--- src/rtl/reg_writeback_stage_pkg.sv ---
`default_nettype none
// ============================================================================
// Module  : reg_writeback_stage_pkg
// Brief   : Shared widths, the r0 constant and the MEM/WB record layout.
//           The record is also used by the hazard unit.
// Revision: 1.0 - initial release
// ============================================================================
package reg_writeback_stage_pkg;

   localparam int DATA_W = 32;
   localparam int ADDR_W = 5;

   localparam logic [ADDR_W-1:0] REG_ZERO = 5'd0;

   typedef struct packed {
      logic              valid;
      logic              reg_write;
      logic              mem_to_reg;
      logic [DATA_W-1:0] alu;
      logic [DATA_W-1:0] load;
      logic [ADDR_W-1:0] dest;
   } mem_wb_t;

endpackage
`default_nettype wire

--- src/rtl/reg_writeback_stage_if.sv ---
`default_nettype none
// ============================================================================
// Module  : reg_writeback_stage_if
// Brief   : Bundle of MEM-stage inputs, register file write/read port and
//           decode bypass signals around the write-back stage.
// Revision: 1.0 - initial release
// ============================================================================
interface reg_writeback_stage_if;
   import reg_writeback_stage_pkg::*;

   logic              stall;
   logic              flush;
   logic              mem_valid;
   logic              mem_reg_write;
   logic              mem_mem_to_reg;
   logic [DATA_W-1:0] mem_alu_result;
   logic [DATA_W-1:0] mem_load_data;
   logic [ADDR_W-1:0] mem_dest;
   logic [DATA_W-1:0] rf_din;
   logic [ADDR_W-1:0] rf_addr_wr;
   logic              rf_wr;
   logic [ADDR_W-1:0] rd_addr_a;
   logic [ADDR_W-1:0] rd_addr_b;
   logic [DATA_W-1:0] rf_port_a;
   logic [DATA_W-1:0] rf_port_b;
   logic [DATA_W-1:0] fwd_port_a;
   logic [DATA_W-1:0] fwd_port_b;
   logic [31:0]       retired_count;

   // Pipeline / register file side that feeds the stage
   modport master (
      output stall, flush, mem_valid, mem_reg_write, mem_mem_to_reg,
             mem_alu_result, mem_load_data, mem_dest,
             rd_addr_a, rd_addr_b, rf_port_a, rf_port_b,
      input  rf_din, rf_addr_wr, rf_wr, fwd_port_a, fwd_port_b, retired_count
   );

   // The write-back stage itself
   modport slave (
      input  stall, flush, mem_valid, mem_reg_write, mem_mem_to_reg,
             mem_alu_result, mem_load_data, mem_dest,
             rd_addr_a, rd_addr_b, rf_port_a, rf_port_b,
      output rf_din, rf_addr_wr, rf_wr, fwd_port_a, fwd_port_b, retired_count
   );

endinterface
`default_nettype wire

--- src/rtl/reg_writeback_stage_wb_bypass_mux.sv ---
`default_nettype none
// ============================================================================
// Module  : wb_bypass_mux
// Brief   : One decode read port bypass: r0 reads zero, an address that
//           matches the write in flight this cycle takes the write data,
//           otherwise the asynchronous register file output passes through.
// Revision: 1.0 - initial release
// ============================================================================
module wb_bypass_mux
   import reg_writeback_stage_pkg::*;
(
   input  wire logic [ADDR_W-1:0] rd_addr,
   input  wire logic [DATA_W-1:0] rf_port,
   input  wire logic              wr_en,
   input  wire logic [ADDR_W-1:0] wr_addr,
   input  wire logic [DATA_W-1:0] wr_data,
   output logic      [DATA_W-1:0] fwd
);

   // Select operand: r0 forcing first, then same-cycle write hit, else file
   always_comb begin
      fwd = rf_port;
      if (rd_addr == REG_ZERO) begin
         fwd = '0;
      end else if (wr_en && (rd_addr == wr_addr)) begin
         fwd = wr_data;
      end
   end

endmodule
`default_nettype wire

--- src/rtl/reg_writeback_stage.sv ---
`default_nettype none
// ============================================================================
// Module  : reg_writeback_stage
// Brief   : MEM/WB pipeline register, register file write port, decode
//           operand bypass and retired-instruction counter.
//           Optional macro WB_BYPASS_EN enables the same-cycle bypass; when
//           undefined the decode operands come straight from the file.
// Revision: 1.0 - initial release
// ============================================================================
module reg_writeback_stage
   import reg_writeback_stage_pkg::*;
(
   input  wire logic          clk,
   input  wire logic          rst,
   reg_writeback_stage_if.slave bus
);

   mem_wb_t     wb;
   logic [31:0] retired;
   logic        leave_wb;

   // MEM/WB register: reset, then flush (bubble), then stall (hold), else load
   always_ff @(posedge clk) begin
      if (rst) begin
         wb <= '0;
      end else if (bus.flush) begin
         wb.valid <= 1'b0;
      end else if (!bus.stall) begin
         wb.valid      <= bus.mem_valid;
         wb.reg_write  <= bus.mem_reg_write;
         wb.mem_to_reg <= bus.mem_mem_to_reg;
         wb.alu        <= bus.mem_alu_result;
         wb.load       <= bus.mem_load_data;
         wb.dest       <= bus.mem_dest;
      end
   end

   // Write port is purely a function of the held entry; r0 is never written
   assign bus.rf_din     = wb.mem_to_reg ? wb.load : wb.alu;
   assign bus.rf_addr_wr = wb.dest;
   assign bus.rf_wr      = wb.valid & wb.reg_write & (wb.dest != REG_ZERO);

   // An entry retires on the edge it leaves WB, so a long stall counts once
   assign leave_wb = wb.valid & (~bus.stall | bus.flush);

   // Retired-instruction counter, free-running wrap
   always_ff @(posedge clk) begin
      if (rst) begin
         retired <= '0;
      end else if (leave_wb) begin
         retired <= retired + 32'd1;
      end
   end

   assign bus.retired_count = retired;

`ifdef WB_BYPASS_EN
   wb_bypass_mux u_bypass_a (
      .rd_addr (bus.rd_addr_a),
      .rf_port (bus.rf_port_a),
      .wr_en   (bus.rf_wr),
      .wr_addr (bus.rf_addr_wr),
      .wr_data (bus.rf_din),
      .fwd     (bus.fwd_port_a)
   );

   wb_bypass_mux u_bypass_b (
      .rd_addr (bus.rd_addr_b),
      .rf_port (bus.rf_port_b),
      .wr_en   (bus.rf_wr),
      .wr_addr (bus.rf_addr_wr),
      .wr_data (bus.rf_din),
      .fwd     (bus.fwd_port_b)
   );
`else
   // No bypass: hazard control stalls decode an extra cycle instead
   assign bus.fwd_port_a = bus.rf_port_a;
   assign bus.fwd_port_b = bus.rf_port_b;

   logic unused_rd_addr;
   assign unused_rd_addr = &{1'b0, bus.rd_addr_a, bus.rd_addr_b};
`endif

endmodule
`default_nettype wire

--- src/flat_wrapper.sv ---
// flat-port wrapper written by rule: the top's interface ports become plain ports
module reg_writeback_stage_flat import reg_writeback_stage_pkg::*;
  (clk, rst, bus_stall, bus_flush, bus_mem_valid, bus_mem_reg_write, bus_mem_mem_to_reg, bus_mem_alu_result, bus_mem_load_data, bus_mem_dest, bus_rd_addr_a, bus_rd_addr_b, bus_rf_port_a, bus_rf_port_b, bus_rf_din, bus_rf_addr_wr, bus_rf_wr, bus_fwd_port_a, bus_fwd_port_b, bus_retired_count);
  reg_writeback_stage_if bus_i ();
  input  wire logic clk;
  input  wire logic rst;
  input wire logic [$bits(bus_i.stall)-1:0] bus_stall;
  input wire logic [$bits(bus_i.flush)-1:0] bus_flush;
  input wire logic [$bits(bus_i.mem_valid)-1:0] bus_mem_valid;
  input wire logic [$bits(bus_i.mem_reg_write)-1:0] bus_mem_reg_write;
  input wire logic [$bits(bus_i.mem_mem_to_reg)-1:0] bus_mem_mem_to_reg;
  input wire logic [$bits(bus_i.mem_alu_result)-1:0] bus_mem_alu_result;
  input wire logic [$bits(bus_i.mem_load_data)-1:0] bus_mem_load_data;
  input wire logic [$bits(bus_i.mem_dest)-1:0] bus_mem_dest;
  input wire logic [$bits(bus_i.rd_addr_a)-1:0] bus_rd_addr_a;
  input wire logic [$bits(bus_i.rd_addr_b)-1:0] bus_rd_addr_b;
  input wire logic [$bits(bus_i.rf_port_a)-1:0] bus_rf_port_a;
  input wire logic [$bits(bus_i.rf_port_b)-1:0] bus_rf_port_b;
  output wire logic [$bits(bus_i.rf_din)-1:0] bus_rf_din;
  output wire logic [$bits(bus_i.rf_addr_wr)-1:0] bus_rf_addr_wr;
  output wire logic [$bits(bus_i.rf_wr)-1:0] bus_rf_wr;
  output wire logic [$bits(bus_i.fwd_port_a)-1:0] bus_fwd_port_a;
  output wire logic [$bits(bus_i.fwd_port_b)-1:0] bus_fwd_port_b;
  output wire logic [$bits(bus_i.retired_count)-1:0] bus_retired_count;
  assign bus_i.stall = bus_stall;
  assign bus_i.flush = bus_flush;
  assign bus_i.mem_valid = bus_mem_valid;
  assign bus_i.mem_reg_write = bus_mem_reg_write;
  assign bus_i.mem_mem_to_reg = bus_mem_mem_to_reg;
  assign bus_i.mem_alu_result = bus_mem_alu_result;
  assign bus_i.mem_load_data = bus_mem_load_data;
  assign bus_i.mem_dest = bus_mem_dest;
  assign bus_i.rd_addr_a = bus_rd_addr_a;
  assign bus_i.rd_addr_b = bus_rd_addr_b;
  assign bus_i.rf_port_a = bus_rf_port_a;
  assign bus_i.rf_port_b = bus_rf_port_b;
  assign bus_rf_din = bus_i.rf_din;
  assign bus_rf_addr_wr = bus_i.rf_addr_wr;
  assign bus_rf_wr = bus_i.rf_wr;
  assign bus_fwd_port_a = bus_i.fwd_port_a;
  assign bus_fwd_port_b = bus_i.fwd_port_b;
  assign bus_retired_count = bus_i.retired_count;
  reg_writeback_stage u_core (.clk(clk), .rst(rst), .bus(bus_i));
endmodule
--- config.mk ---
export PLATFORM = sky130hd
export DESIGN_NAME = reg_writeback_stage_flat
export DESIGN_NICKNAME = d
export VERILOG_FILES = /design/src/rtl/reg_writeback_stage_pkg.sv /design/src/rtl/reg_writeback_stage_if.sv /design/src/rtl/reg_writeback_stage_wb_bypass_mux.sv /design/src/rtl/reg_writeback_stage.sv /design/src/flat_wrapper.sv
export SDC_FILE = /design/constraint.sdc
export NUM_CORES = 1
export LEC_CHECK = 0
export BUFFER_PORTS_ARGS = -buffer_cell sky130_fd_sc_hd__buf_2
export CAP_MARGIN = 20
export CORE_AREA = 2 2 111 113
export DETAILED_ROUTE_END_ITERATION = 8
export DIE_AREA = 0 0 113 115
export PLACE_DENSITY = 0.77
export SKIP_CTS_REPAIR_TIMING = 1
export SLEW_MARGIN = 20
export SYNTH_ARGS = -nofsm -noshare
export SYNTH_HDL_FRONTEND = slang
export SYNTH_HIERARCHICAL = 1
export SYNTH_SLANG_ARGS = --single-unit
--- constraint.sdc ---
create_clock -name clk -period 4.1 [get_ports clk]
set_input_delay 0.82 -clock clk [delete_from_list [all_inputs] [get_ports clk]]
set_output_delay 0.82 -clock clk [all_outputs]
set_load 0.02 [all_outputs]
# Yosys cells after proc, flatten, opt, wreduce, memory -nomap -nowiden
# Cells that the tools add are included.
[totals]
input_bits = 150
ramBits = 0
latchBits = 0
mem_count = 0
wordCells = 18
ff_bits = 104
rom_bits = 0
out_inout_bits = 134
[classes]
reduce_logical = 3
magnitude_cmp = 0
n_div = 0
bitwise = 6
eq_ne = 0
multipliers = 0
n_addsub = 1
muxes = 1
shifts = 0
[op_table]
columns = ["cell", "n"]
rows = [
  ["adder 32 x 1 -> 32 bit, second input constant", 1],
  ["2-to-1 mux 32 bit", 1],
  ["nonzero test 5 bit", 1],
  ["bitwise AND 1 bit", 3],
  ["inverter 1 bit", 2],
  ["AND reduction 2 bit", 1],
  ["OR reduction 2 bit", 1],
  ["bitwise OR 1 bit", 1],
]

# Longest topological paths before layout
# Gate-level depths: netlist of run 1.
[depth]
word_depth = 3
depth_mapped = 5
mapped_depth_nobuf = 4

# Least setup slack after synthesis of run 1
# No wires, ideal clock.
[synth_timing]
path_type = "flip-flop to output port"
start = "register u_core/wb[69] in the netlist's numbering"
end = "output bus_rf_din[10]"
arrival_ns = 1.267
path_slack_ns = 2.013
path_buffers = 2
required_time_ns = 3.280
stages_incl_launch_ff = 4
cell_sequence = "dfxtp_1 > clkbuf_1 > clkbuf_1 > mux2_2"
[synth_between]
elab_chain_cells = 1
[synth_rtl]
columns = ["item", "line_no", "text"]
rows = [
  ["from (decl)", "reg_writeback_stage.sv:18", "mem_wb_t wb;"],
  ["2-to-1 mux 32 bit", "reg_writeback_stage.sv:39", "assign bus.rf_din = wb.mem_to_reg ? wb.load : wb.alu;"],
  ["to (decl)", "flat_wrapper.sv:19", "output wire logic [$bits(bus_i.rf_din)-1:0] bus_rf_din;"],
]
# Every way passes these cells.

# Final worst setup path of run 1
[layout_timing]
start = "register u_core/wb[69] in the netlist's numbering"
end = "output bus_rf_din[12]"
# The elaborated chain is that of the path after synthesis.

==> results of run 1 <==
-- synthesized netlist by cell type, types with 2 or more instances --
cell / number
a21oi_1: 89
and3_1: 3
and4_1: 4
buf_1: 6
buf_2: 2
buf_4: 69
clkbuf_1: 30
dfxtp_1: 104
inv_1: 6
mux2_2: 41
nand2_1: 154
nand3_1: 10
nand4_1: 5
nor2_1: 15
nor2b_1: 9
nor4_1: 9
o21ai_0: 4
o31ai_1: 13
or3_1: 5
or4_1: 13
xor2_1: 4
-- layout make-up --
class	instances	area, sq um	area share
repair buffers	150	769.5	0.1388
flip-flops and latches	104	2082	0.3755
clock inverters	3	67.56	0.01219
inverters	6	22.52	0.004062
multi-input cells	388	2176	0.3925
well taps	147	183.9	0.03318
clock buffers	11	242.7	0.04378
-- layer usage --
layer  GRT usage  up-vias  wire length, um
li1            -     2084                -
met1      0.1935     1911             4865
met2      0.2902      145             5242
met3     0.07433       20             1017
met4     0.04959        0              126
met5           0        -                0
-- stage by stage --
step | cells | setup WS [ns] | hold WS [ns]
6_report | 809 | 1.606 | 0.4515
4_1_cts | 809 | 1.568 | 0.4528
3_5_place_dp | 795 | 1.357 | 0.4431
2_1_floorplan | 606 | 2.013 | 0.4329
3_3_place_gp | 795 | 1.389 | 0.4395
5_1_grt | 809 | 1.522 | 0.4689
-- worst max path at each step --
stage | from | to | slack, ns
global route | u_core/wb[69] | bus_rf_din[8] | 1.52
CTS | u_core/wb[69] | bus_rf_din[12] | 1.57
finish | u_core/wb[69] | bus_rf_din[12] | 1.61
detailed placement | bus_flush | u_core/bus.retired_count[31] | 1.36
global placement | bus_flush | u_core/bus.retired_count[31] | 1.39
floorplan | u_core/wb[69] | bus_rf_din[10] | 2.01
-- kinds of logic (layout without fill, tap and decap cells) --
kind of cell    Yosys count  in the layout
mux                      42             42
flops                   104            104
compound gates          107            107
fa+ha+maj                 1              1
buf+inv                 114            170
simple gates            233            233
xor+xnor                  5              5
-- registers in the layout, summed over array words and instances, names as in the netlist --
register                  count
u_core/bus.rf_addr_wr         5
u_core/wb                    67
u_core/bus.retired_count     32
-- power by group through the flow --
stage / clock network (uW) / logic, uW / registers [uW]
2_1_floorplan: 0 / 215 / 1080
3_3_place_gp: 0 / 193 / 1080
3_5_place_dp: 0 / 195 / 1080
4_1_cts: 936 / 195 / 1060
5_1_grt: 971 / 214 / 1060
6_report: 905 / 193 / 1060
-- worst reg2reg max path, stage by stage (launching register included) --
cell and delay [ns]:
dfxtp_1 0.39, and3_1 0.22, nand3_1 0.53, nor4_1 0.49, mux2_2 0.37
==> out/results.tsv, run 1 <==
stage	metric	value	unit
setup_path	worst r2r src	u_core/bus.retired_count[2]	
timing	Slew headroom	0.4506	
worst_hold_path	sink of the worst hold path	u_core/wb[60]	
logic_synthesis	mapped cell area	4947	sq um
setup_path	CP cell instances	buf_4, mux2_2, buf_2	
power	combinational power share	0.089	
logic_synthesis	post-synthesis cell count	606	
clock_tree	Clock Tree Buf Depth	2	
layout	Layout Area Growth over Synthesis	12.06	%
clock_tree	CTS tree	built	
setup_path	WP depth	3	
logic_synthesis	Post-Syn Nets	757	
logic_synthesis	share of the synthesized area in the top cell type	0.4208	
power	sequential share of power	0.491	
logic_synthesis	Async S/R FF share, synth	0	
drt	1st-iter DRT viols	267	
logic_synthesis	simple-gate area share of the yosys netlist	0.2157	
drt	via density per instance	5.142	
clock_tree	Reg clk slew, reported paths	0.07	ns
layout	commonest non-fill, non-tap cells in the layout	154 x nand2_1, 144 x buf_2, 104 x dfxtp_1	
setup_path	slowest cell on the critical path	buf_4	
timing	Worst Skew	0.005485	ns
placed_design	Final HPWL DP	7499	um
placed_design	number of port buffers	145	
logic_synthesis	post-synthesis register bit count	104	
logic_synthesis	post-synthesis cell type count	32	
logic_synthesis	largest family of logic cells by synthesized area	simple AND/OR/NAND/NOR gates	
worst_hold_path	Worst Hold Depth	2	
layout	fin util	0.4694	
flow_run	maxcap violations	0	
grt	largest net degree at the start of global routing	114	
timing	period utilisation layout	0.6083	
setup_path	FF-to-FF End	u_core/bus.retired_count[31]	
status	failing checks	DRC	
logic_synthesis	leading area contributor after synthesis	dfxtp_1	
setup_path	Buffers & Inverters on Critical Path	2	
logic_synthesis	adder-cell share of the synthesized area	0.002529	
logic_synthesis	Synth Area in XOR/XNOR	0.008852	
power	switch share	0.2270	
setup_path	Worst R2R Setup Slack	1.99	ns
drt	post-DR wirelength/cell	13.91	um
worst_hold_path	Worst Hold Launch	u_core/wb[60]	
floorplanning	# IOs	284	
floorplanning	row count	40	
grt	number of global-route vias before repair	3903	
drt	ANT nets after route	0	
grt	Tot GR Track Use	0.1698	
clock_tree	# H-tree levels	3	
logic_synthesis	Ys Warns	6	
status	outcome	complete, but fails checks	
clock_tree	clock latency on the worst-skew pair	0.35	ns
logic_synthesis	mux share of post-synthesis cell area	0.09535	
timing	Final Hold Viols	0	
power	Worst VDD drop	0.0002476	V
timing	Final setup viols	0	
grt	first-pass GRT wire length	18000	um
timing	Tightest Pin Transition	0.8240	ns
setup_path	crit path DAT	1.67	ns
clock_tree	Num CTS Buffers	9	
timing	fmax	0.4010	GHz
power	Leak	0.002353	uW
timing	RSZ-0062 raised after global routing	no	
timing	setup TNS	0	ns
setup_path	CP Max Fanout	31	
drt	DR pass1 iterations	7	
setup_path	Max stage delay on crit path	0.41	ns
timing	Tmin final	2.494	ns
logic_synthesis	Seq/Total Area, Yosys	0.4208	
drt	Post-route DRC	19	
clock_tree	# clock sinks	104	
layout	Fill cells	1162	
power	PwrDens	388.9	nW/um^2
floorplanning	core area	11810	sq um
power	Internal Power	1667	uW
setup_path	critical path type	register to output pin	
drt	Vias	4160	
setup_path	Req. time, crit path	3.28	ns
floorplanning	Chip Height	115	um
timing	Slew Viols, Final	0	
grt	Remaining Overflow, GRT	0	
floorplanning	die width	113	um
clock_tree	root buf cell	clkbuf_16	
layout	share of layout cells above drive strength 1	0.3142	
layout	final antenna diode count	0	
power	Net Switching	489.5	uW
logic_synthesis	complex-gate fraction of the synthesized area	0.1158	
logic_synthesis	Post-synth EDFFs	0	
logic_synthesis	Most used DFF post-synth	dfxtp_1	
layout	final instance area	5544	sq um
floorplanning	initial core utilization	0.4189	
power	total power	2156	uW
logic_synthesis	synth top area cells	dfxtp_1 42%, nand2_1 12%, buf_4 10%	
setup_path	CP delay by family, top	buffers and inverters	
setup_path	crit path launch type	register	
placed_design	GPL Wtd Cong	0.7393	
power	clock power share	0.420	
setup_path	Worst Reg-to-Reg Cells	4	
drt	final WL	11250	um
layout	commonest non-fill, non-tap cell in the layout	nand2_1	
layout	post-layout net count	810	
logic_synthesis	syn_area_per_cell	8.164	sq um
floorplanning	Die ar.	13000	sq um
placed_design	placed cell areas	5230	sq um
setup_path	CP Capture Type	output pin	
grt	antenna violations before repair	0	
worst_hold_path	Hold Crit Class	register to register	
(Power assumes the default switching activity.)
==> inputs of run 2 (changes only) <==
- CORE_AREA: 2 2 111 113 -> 2 2 110 112
- DIE_AREA: 0 0 113 115 -> 0 0 112 114
- PLACE_DENSITY: 0.77 -> 0.78
- clock period: 4.1 -> 2.4 ns (I/O delays scaled with it)
==> run 2 against run 1 <==
- the run now ends clean
- count of clock-buffer cells in the layout is 2 lower
- wire length is 3.0% lower
- register-to-register slack worse by 1.5 ns
- critical path type unchanged
- largest cell class unchanged
- largest power group unchanged
==> out/results.tsv, run 2 (synthesis gave the netlist of run 1 again) <==
stage	metric	value	unit	change
drt	1st-iter DRT viols	224		-16%
clock_tree	CTS tree	built		
clock_tree	# clock sinks	104		unchanged
setup_path	crit path DAT	1.61	ns	-0.06 ns
placed_design	placed insts	799		+0.50%
placed_design	number of port buffers	145		unchanged
setup_path	Worst Reg-to-Reg Cells	4		unchanged
floorplanning	core area	11710	sq um	-0.85%
grt	first-pass GRT wire length	17840	um	-0.88%
placed_design	GPL Wtd Cong	0.7327		-0.89%
layout	max reg flops	67		unchanged
timing	Final setup viols	0		unchanged
worst_hold_path	sink of the worst hold path	u_core/wb[59]		
clock_tree	Num CTS Buffers	9		unchanged
clock_tree	Clock Tree Buf Depth	2		unchanged
drt	final WL	10920	um	-3.0%
grt	number of global-route vias before repair	3751		-3.9%
setup_path	CP Capture Type	output pin		
layout	commonest non-fill, non-tap cell in the layout	nand2_1		
drt	post-DR wirelength/cell	13.39	um	-3.7%
power	PwrDens	644.4	nW/um^2	+66%
floorplanning	initial core utilization	0.4224		+0.003580
clock_tree	# H-tree levels	3		unchanged
timing	Worst Skew	0.002940	ns	-0.002545 ns
floorplanning	row count	40		unchanged
timing	period utilisation layout	0.8694		
setup_path	FF-to-FF End	u_core/bus.retired_count[27]		
setup_path	Critical path origin	u_core/wb[69]		
worst_hold_path	Worst Hold Launch	bus_mem_alu_result[22]		
grt	Tot GR Track Use	0.1711		+0.001321
drt	ANT nets after route	0		unchanged
timing	setup TNS	0	ns	unchanged
layout	post-layout net count	814		+0.49%
layout	final instance area	5608	sq um	+1.2%
drt	via density per instance	5.065		-1.5%
layout	final non-filler cell total	815		+0.74%
layout	share of layout cells above drive strength 1	0.3219		+0.007657
layout	Layout Area Growth over Synthesis	13.35	%	
worst_hold_path	Hold Crit Class	input port to register		
layout	final antenna diode count	0		unchanged
setup_path	CP Max Fanout	29		-6.5%
status	outcome	finished, final reports clean		
setup_path	critical path type	register to output pin		
clock_tree	clock latency on the worst-skew pair	0.35	ns	about the same
timing	Tightest Pin Transition	0.6144	ns	-0.2096 ns
grt	largest net degree at the start of global routing	56		-51%
floorplanning	die width	112	um	-0.88%
worst_hold_path	Worst Hold Depth	3		+1
clock_tree	root buf cell	clkbuf_16		
drt	Post-route DRC	0		-19
drt	DR pass1 iterations	4		-3
drt	Vias	4128		-0.77%
layout	Fill cells	1171		+0.77%
setup_path	worst r2r src	u_core/bus.retired_count[9]		
clock_tree	Reg clk slew, reported paths	0.07	ns	about the same
flow_run	maxcap violations	0		unchanged
setup_path	crit path launch type	register		
setup_path	Worst R2R Setup Slack	0.47	ns	-1.52 ns
timing	Slew headroom	0.5894		+0.1388
floorplanning	# IOs	284		unchanged
setup_path	Req. time, crit path	1.92	ns	-1.36 ns
timing	RSZ-0062 raised after global routing	no		
floorplanning	Chip Height	114	um	-0.87%
placed_design	placed cell areas	5310	sq um	+1.5%
timing	Final Hold Viols	0		unchanged
grt	antenna violations before repair	0		unchanged
power	Leak	0.002381	uW	+1.2%
floorplanning	Die ar.	12770	sq um	-1.7%
timing	Tmin final	2.087	ns	
timing	Slew Viols, Final	0		unchanged
placed_design	Final HPWL DP	7522	um	+0.31%
power	Worst VDD drop	0.0003994	V	+61%
grt	Remaining Overflow, GRT	0		unchanged
timing	fmax	0.4792	GHz	
layout	commonest non-fill, non-tap cells in the layout	154 x nand2_1, 144 x buf_2, 104 x dfxtp_1		
layout	Most flops, register	u_core/wb		
run 2: changes by cell type in the layout (fill, tap and decap cells not counted), sizes merged:
cell      before  now
clkinvlp       1    2
bufinv         2    1
clkbuf        11    9
clkinv         0    4
buf          150  154
run 2: area by class of cell:
| class | instances | area (sq um) | share of cell area |
|---|---|---|---|
| multi-input combinational | 388 | 2176 | 0.3880 |
| sequential | 104 | 2082 | 0.3713 |
| timing repair buffer | 154 | 845.8 | 0.1508 |
| clock buffer | 9 | 225.2 | 0.04016 |
| tap | 147 | 183.9 | 0.03280 |
| clock inverter | 7 | 72.57 | 0.01294 |
| inverter | 6 | 22.52 | 0.004016 |
run 2: worst max path at each step:
stage                              endpoint  slack (ns)  cells past startpoint
3_3_place_gp   u_core/bus.retired_count[28]        0.40                      6
3_5_place_dp   u_core/bus.retired_count[31]        0.39                      6
4_1_cts                      bus_rf_din[10]        0.29                      3
6_report                     bus_rf_din[10]        0.31                      3
5_1_grt                      bus_rf_din[10]        0.24                      3
2_1_floorplan  u_core/bus.retired_count[30]        0.53                      5
run 2: per-stage QoR:
step	setup WS, ns	util	hold slack [ns]	power, uW
floorplan	0.5319	-	0.4329	2207
global placement	0.4012	0.4534	0.4392	2187
detailed placement	0.3934	0.4534	0.4428	2193
CTS	0.2862	0.4788	0.3510	3662
global route	0.2446	0.4788	0.3505	3774
finish	0.3134	0.4788	0.3596	3614
run 2: layer usage:
layer | routed length [um] | part of all wire | GRT usage
met5 | 0 | 0 | 0
met4 | 253 | 0.023 | 0.07480
met3 | 788 | 0.072 | 0.05154
met2 | 5008 | 0.46 | 0.2752
met1 | 4865 | 0.45 | 0.2141
run 2: report_power, final:
group | internal (uW) | total, uW | switching [uW]
Clock | 808 | 1460 | 656
Combinational | 146 | 340 | 194
Sequential | 1780 | 1810 | 28.5
Total | 2730 | 3610 | 879
run 2: critical path, stage by stage (launching register included):
cell and delay, ns:
dfxtp_1 0.48, buf_12 0.25, mux2_2 0.37, buf_2 0.16
==> inputs of run 3 (changes only) <==
- clock period: 2.4 -> 2.3 ns (I/O delays scaled with it)
==> run 3 against run 2 <==
- flip-flop and latch count is the same
- sequential power up 4%
- critical path depth unchanged
- worst hold slack got worse by 0.016 ns
- via count is 1.0% higher
- core utilization down 0.17 points
- largest cell class unchanged
- highest routed layer is now met5
==> out/results.tsv, run 3 (synthesis gave the netlist of run 1 again) <==
stage	metric	value	unit	change
grt	Remaining Overflow, GRT	0		unchanged
drt	via density per instance	5.123		+1.1%
floorplanning	# IOs	284		unchanged
timing	Final Hold Viols	0		unchanged
layout	Most flops, register	u_core/wb		
grt	number of global-route vias before repair	3737		-0.37%
timing	RSZ-0062 raised after global routing	no		
clock_tree	CTS tree	built		
power	total power	3767	uW	+4.3%
setup_path	FF-to-FF End	u_core/bus.retired_count[28]		
setup_path	crit path DAT	1.59	ns	-0.02 ns
clock_tree	root buf cell	clkbuf_16		
power	Worst VDD drop	0.0006417	V	+61%
clock_tree	Num CTS Buffers	9		unchanged
layout	final antenna diode count	0		unchanged
floorplanning	initial core utilization	0.4224		unchanged
clock_tree	# clock sinks	104		unchanged
setup_path	crit path launch type	register		
setup_path	critical path type	register to output pin		
setup_path	worst setup path end	bus_rf_din[10]		
setup_path	Req. time, crit path	1.84	ns	-0.08 ns
placed_design	GPL Wtd Cong	0.7347		+0.27%
drt	post-DR wirelength/cell	13.38	um	-0.11%
power	Internal Power	2857	uW	+4.5%
timing	WHS	0.3434	ns	-0.01613 ns
placed_design	number of port buffers	145		unchanged
power	clock power share	0.406		about the same
setup_path	CP Max Fanout	29		unchanged
power	combinational power share	0.093		about the same
layout	register cell area after layout	2082	sq um	unchanged
worst_hold_path	Hold Crit Class	input port to register		
layout	share of layout cells above drive strength 1	0.3193		-0.002516
timing	Final setup viols	0		unchanged
power	Net Switching	910.6	uW	+3.6%
drt	1st-iter DRT viols	288		+29%
timing	period utilisation layout	0.8932		
setup_path	Critical path origin	u_core/wb[69]		
drt	DR pass1 iterations	4		unchanged
status	outcome	finished, final reports clean		
floorplanning	die width	112	um	unchanged
clock_tree	# H-tree levels	3		unchanged
grt	Tot GR Track Use	0.1684		-0.002673
power	sequential share of power	0.501		about the same
layout	post-layout net count	813		-0.12%
setup_path	CP Capture Type	output pin		
floorplanning	Die ar.	12770	sq um	unchanged
placed_design	Final HPWL DP	7392	um	-1.7%
grt	largest net degree at the start of global routing	50		-11%
setup_path	Worst R2R Setup Slack	0.38	ns	-0.09 ns
floorplanning	row count	40		unchanged
flow_run	maxcap violations	0		unchanged
power	switch share	0.2417		-0.001517
layout	commonest non-fill, non-tap cell in the layout	nand2_1		
setup_path	Worst Reg-to-Reg Cells	4		unchanged
layout	Fill cells	1173		+0.17%
clock_tree	Reg clk slew, reported paths	0.07	ns	about the same
power	Leak	0.002374	uW	-0.30%
grt	first-pass GRT wire length	17540	um	-1.7%
timing	Tightest Pin Transition	0.5337	ns	-0.08076 ns
timing	Worst Skew	0.005463	ns	+0.002523 ns
drt	Post-route DRC	0		unchanged
grt	antenna violations before repair	1		+1
floorplanning	Chip Height	114	um	unchanged
clock_tree	clock latency on the worst-skew pair	0.35	ns	about the same
power	PwrDens	674.2	nW/um^2	+4.6%
worst_hold_path	Worst Hold Depth	3		unchanged
drt	ANT nets after route	0		unchanged
timing	Slew Viols, Final	0		unchanged
timing	Slew headroom	0.6442		+0.05481
timing	setup TNS	0	ns	unchanged
layout	commonest non-fill, non-tap cells in the layout	154 x nand2_1, 144 x buf_2, 104 x dfxtp_1		
layout	Multi-input gate area	2176	sq um	unchanged
clock_tree	Clock Tree Buf Depth	2		unchanged
worst_hold_path	Worst Hold Launch	bus_mem_alu_result[19]		
drt	Vias	4170		+1.0%
floorplanning	core area	11710	sq um	unchanged
timing	Tmin final	2.054	ns	
drt	final WL	10890	um	-0.23%
timing	fmax	0.4868	GHz	
layout	Layout Area Growth over Synthesis	12.95	%	
layout	max reg flops	67		unchanged
setup_path	worst r2r src	u_core/bus.retired_count[9]		
## run 3: worst max-delay path: stages (launching register included)
cell	delay, ns
dfxtp_1	0.47
buf_12	0.25
mux2_2	0.37
buf_2	0.16
## run 3: worst min-delay path by stage
stage and to:
2_1_floorplan u_core/wb[10], 3_3_place_gp u_core/wb[30], 3_5_place_dp u_core/wb[24], 4_1_cts u_core/wb[13]
5_1_grt u_core/wb[60], 6_report u_core/wb[56]
## run 3: metal layers
metal,routed length (um),global-route usage
met5,13,0
met2,5059,0.2691
met3,859,0.06270
met4,250,0.07724
met1,4708,0.2032
## run 3: metrics by stage
step	setup slack [ns]	instance area (sq um)	std cells	util
3_3_place_gp	0.3263	5290	798	0.4517
5_1_grt	0.1671	5588	814	0.4771
3_5_place_dp	0.3451	5290	798	0.4517
2_1_floorplan	0.4319	4947	606	-
4_1_cts	0.2106	5588	814	0.4771
6_report	0.2457	5588	814	0.4771
## run 3: power by group through the flow
stage	Clock (uW)	Combinational [uW]	Sequential, uW
finish	1530	350	1890
global route	1670	389	1890
CTS	1590	355	1890
detailed placement	0	353	1930
global placement	0	350	1930
floorplan	0	383	1920
## run 3: cell type report
| class | count | share of cell area |
|---|---|---|
| clock buffers | 10 | 0.04098 |
| clock inverters | 6 | 0.01232 |
| inverters | 6 | 0.004030 |
| multi-input cells | 388 | 0.3894 |
| flip-flops and latches | 104 | 0.3726 |
| well taps | 147 | 0.03292 |
| repair buffers | 153 | 0.1478 |
